===== src/rtl/bcd_updown_counter.sv =====
// bcd_updown_counter: parametrised multi-digit BCD up/down counter with programmable modulus, sync load and carry/borrow
// Ports: clk clock; rst sync active-high reset; en count enable; up direction (1 = up);
//        ld/ld_val synchronous BCD load; count registered BCD value; tc terminal-count level;
//        co/bo carry/borrow for cascading; ld_err one-cycle flag after an illegal load.
// Build option: define BCD_UPDOWN_COUNTER_SAT_EN to saturate at the ends instead of wrapping.
module bcd_updown_counter #(
   parameter int DIGITS  = 2,
   parameter int MODULUS = 60
) (
   input  logic                  clk,
   input  logic                  rst,
   input  logic                  en,
   input  logic                  up,
   input  logic                  ld,
   input  logic [4*DIGITS-1:0]   ld_val,
   output logic [4*DIGITS-1:0]   count,
   output logic                  tc,
   output logic                  co,
   output logic                  bo,
   output logic                  ld_err
);
   localparam int W = 4 * DIGITS;
   if (DIGITS < 1 || DIGITS > 4 || MODULUS < 2 || MODULUS > 10 ** DIGITS) begin : g_bad_params
      $error("bcd_updown_counter: DIGITS or MODULUS out of range");
   end
   function automatic logic [W-1:0] to_bcd(input int v);
      logic [W-1:0] r;
      int x;
      r = '0;
      x = v;
      for (int i = 0; i < DIGITS; i++) begin
         r[4*i +: 4] = 4'(x % 10);
         x = x / 10;
      end
      return r;
   endfunction
   localparam logic [W-1:0] TOP = to_bcd(MODULUS - 1);
   logic [W-1:0] inc, dec, step;
   logic [3:0]   d;
   logic         ld_ok, cy, bw, at_top, at_zero;
   int           val;
   always_comb begin
      val = 0;
      ld_ok = 1'b1;
      cy = 1'b1;
      bw = 1'b1;
      d = '0;
      inc = count;
      dec = count;
      for (int i = DIGITS - 1; i >= 0; i--) begin
         ld_ok = ld_ok & (ld_val[4*i +: 4] <= 4'd9);
         val = val * 10 + int'(ld_val[4*i +: 4]);
      end
      ld_ok = ld_ok & (val < MODULUS);
      // ripple the decimal carry/borrow from digit 0 upwards
      for (int i = 0; i < DIGITS; i++) begin
         d = count[4*i +: 4];
         inc[4*i +: 4] = cy ? (d == 4'd9 ? 4'd0 : d + 4'd1) : d;
         dec[4*i +: 4] = bw ? (d == 4'd0 ? 4'd9 : d - 4'd1) : d;
         cy = cy & (d == 4'd9);
         bw = bw & (d == 4'd0);
      end
   end
   assign at_top  = count == TOP;
   assign at_zero = count == '0;
   assign tc      = up ? at_top : at_zero;
   assign co      = en & up & at_top;
   assign bo      = en & ~up & at_zero;
`ifdef BCD_UPDOWN_COUNTER_SAT_EN
   assign step = up ? (at_top ? TOP : inc) : (at_zero ? '0 : dec);
`else
   assign step = up ? (at_top ? '0 : inc) : (at_zero ? TOP : dec);
`endif
   always_ff @(posedge clk) begin
      if (rst) begin
         count  <= '0;
         ld_err <= 1'b0;
      end else if (ld) begin
         count  <= ld_ok ? ld_val : '0;
         ld_err <= ~ld_ok;
      end else begin
         ld_err <= 1'b0;
         if (en) count <= step;
      end
   end
endmodule

===== config.mk =====
export PLATFORM = sky130hd
export DESIGN_NAME = bcd_updown_counter
export DESIGN_NICKNAME = d
export VERILOG_FILES = /design/src/rtl/bcd_updown_counter.sv
export SDC_FILE = /design/constraint.sdc
export NUM_CORES = 1
export LEC_CHECK = 0
export ABC_AREA = 1
export CAP_MARGIN = 20
export CORE_MARGIN = 3
export CORE_UTILIZATION = 50
export DETAILED_ROUTE_END_ITERATION = 16
export HOLD_SLACK_MARGIN = 0.15
export PLACE_DENSITY = 0.87
export SYNTH_ARGS = -nofsm -noshare
export SYNTH_HDL_FRONTEND = slang
export SYNTH_SLANG_ARGS = --single-unit

===== constraint.sdc =====
create_clock -name clk -period 2.1 [get_ports clk]
set_input_delay 0.21 -clock clk [delete_from_list [all_inputs] [get_ports clk]]
set_output_delay 0.21 -clock clk [all_outputs]
set_load 0.1 [all_outputs]

==> impl_metrics.toml <==
[sta]
finalCriticalPeriod_ns = 2.00
finalCritPeriodShare_pct = 95.2
max_freq_ghz = 0.500
setup_viol_count_final = 0
maxSlewViolCount = 0
hold_violations = 0
fin_tns_setup_ns = 0
clock_skew_ns = 0.00160
max_slew.worst_pin.slew_ns = 0.348
holdWs_ns = 0.458
finalWorstSetupSlack_ns = 0.100
rsz0062_at_grt = "no"
slew-limit-headroom_pct = 76.8

[critical_path]
critPathSlowestCell = "fa_1"
r2r_start = "count[1]$_SDFFE_PP0P_"
r2r_slack_ns = 0.78
crit_path_cell_trace = "dlygate4sd2_1 -> ha_2 -> ha_2 -> fa_1 -> nand2_2 -> inv_2 -> nand3_2 -> nor2_1 -> nor2_2 -> nor2_4 -> nand3_2 -> a21oi_2"
critical_path_class = "input port to register"
critPathMaxFanout = 5
arrival_ns = 2.20
r2r_end = "count[6]$_SDFFE_PP0P_"
slowest_delay_ns = 0.51
crit_cells = 12
endpoint = "count[0]$_SDFFE_PP0P_"
critPathLaunch = "ld_val[4]"
cp-start-kind = "input port"
path_delay_family = "adder cells"
required_ns = 2.30
worst-path-buf-inv = 2
worstRegToRegCells = 7
cp-end-kind = "register"

[floorplanning]
initial_utilization_pct = 55.9
rows = 16
die_x_um = 54.0
fp.coreArea_um2 = 2060
fp.dieH_um = 54.0
pin_count = 25
die_area_um2 = 2920

[global_routing]
grt_max_degree = 11
grt_usage_pct = 26.2
grt_pass1_vias = 1420
grt-ovfl-total = 0
grt_pass1_wl_um = 5710
antenna_found_initial = 0

[layout]
fin_area_um2 = 1610
mostFrequentLayoutCells = "62 x nand2_1, 35 x inv_1, 20 x nand3_1, 18 x buf_4, 13 x a21oi_1"
final_nets = 267
final_common_cell = "nand2_1"
layout-drive-gt1-share_pct = 27.3
syn_to_final_growth_pct = 39.2
num_antenna_cells = 0

[drt]
num_vias = 1442
drtAntennaViolNets = 0
wire_per_inst_um = 12.4
routed_wl_um = 3370
first_pass_iters = 4
drt-vias-per-instance = 5.30
drc = 0
drtIter0Drc = 47

[power]
leakage_nw = 0.838
p_per_area_nw_per_um2 = 521
worst_ir_drop_vdd_mv = 0.341

[placed_design]
place_area_um2 = 1520
io_buffers = 24
dpl.hpwl_um = 2550
dp_slack_ns = -0.467
gp_congestion = 0.900

[synth]
synth_area_leaders = "nand2_1 21%, dfxtp_1 16%, inv_1 12%"
syn_area_um2 = 1150
synth-seq-cells = 9
synthDistinctLibCells = 21
syn_inst = 209
synth_area_per_cell_um2 = 5.52
yosysTopAreaCell = "nand2_1"
synth_top_area_share_pct = 20.8
syn_nets = 230
yosysWarnings = 0
ys_seq_area_share_pct = 15.6

[min_path]
hp-class = "input port to register"

[clocking]
clk_path_buf_depth = 2
root_buffer = "clkbuf_4"
clock_latency_ns = 0.27
cts_setup_buffers = 0
htree_levels = 1
cts_tree = "done"
cts_sinks = 9
clk_pin_slew_ns = 0.06
cts-buffers-inserted = 3

[job]
cap_violations = 0

[status]
status = "complete, no violations"
==> metrics by stage <==
stage	power, mW	instances	utilization, %
after floorplan	0.542	209	-
after global placement	0.658	267	73.7
after detailed placement	0.671	267	73.7
after CTS	0.818	272	76.7
after global routing	0.891	272	77.9
final	0.836	272	77.9
==> synthesized netlist by cell type <==
master,count
nand2_1,64
inv_1,36
nand3_1,25
a21oi_1,16
nor2_1,15
o21ai_0,12
dfxtp_1,9
ha_1,6
inv_2,3
nand2_2,3
nand3_2,3
nand4_1,3
nor2_2,3
fa_1,2
nor2_4,2
o21ai_1,2
a21oi_2,1
buf_2,1
clkbuf_1,1
nand3b_1,1
or2_2,1
==> registers in the layout, summed over array words and instances (netlist names) <==
| register | count |
|---|---|
| count | 8 |
| ld_err | 1 |
==> logic make-up after synthesis <==
logic type | count (synthesis) | synth area share [%]
adders and majority gates | 8 | 9.98
DFF | 9 | 15.6
and+or+nand+nor | 120 | 47.2
buffers and inverters | 41 | 13.4
AOI/OAI and AO/OA | 31 | 13.8
==> how the worst min path moves through the flow <==
stage	slack (ns)	cells after the start	endpoint	startpoint
2_1_floorplan	0.42	3	ld_err$_SDFF_PP0_	rst
3_3_place_gp	0.57	2	count[4]$_SDFFE_PP0P_	count[4]$_SDFFE_PP0P_
3_5_place_dp	0.56	2	count[4]$_SDFFE_PP0P_	count[4]$_SDFFE_PP0P_
4_1_cts	0.57	6	count[4]$_SDFFE_PP0P_	ld_val[4]
5_1_grt	0.49	6	count[5]$_SDFFE_PP0P_	ld_val[5]
6_report	0.46	6	count[5]$_SDFFE_PP0P_	ld_val[5]
==> repair_timing <==
item | CTS | global route
hold buffers | 0 | 0
endpoints found under the setup margin | 9 | 8
gates resized for setup | 11 | 13
pin swaps | 6 | 9
cloned | 1 | 0
==> layout make-up <==
| cell class | instances | area, µm² |
|---|---|---|
| clock buffer | 4 | 26.3 |
| fill | 161 | 457 |
| inverter | 39 | 146 |
| multi-input combinational | 160 | 906 |
| sequential | 9 | 189 |
| tap | 27 | 33.8 |
| timing repair buffer | 33 | 304 |
==> power breakdown <==
part | total, mW | internal (mW) | switching (mW)
combinational | 0.483 | 0.155 | 0.328
sequential | 0.214 | 0.188 | 0.0263
clock | 0.139 | 0.0736 | 0.0655
==> worst register-to-register path, stage by stage (launching register included) <==
cell and delay, ns:
dfxtp_1 0.53, nor2_4 0.08, nand3_2 0.11, nand3_1 0.09
nand3_2 0.10, inv_2 0.05, o21ai_0 0.19, a21oi_1 0.06
==> per-layer routing <==
layer  share of wire [%]  track usage, %  vias up
li1                    -               -      737
met3                 4.4            2.77       13
met1                  40            27.5      642
met2                  52            48.8       50
met5                   0               0        -
met4                 3.4            17.0        0
Power figures use the tool's default switching activity.
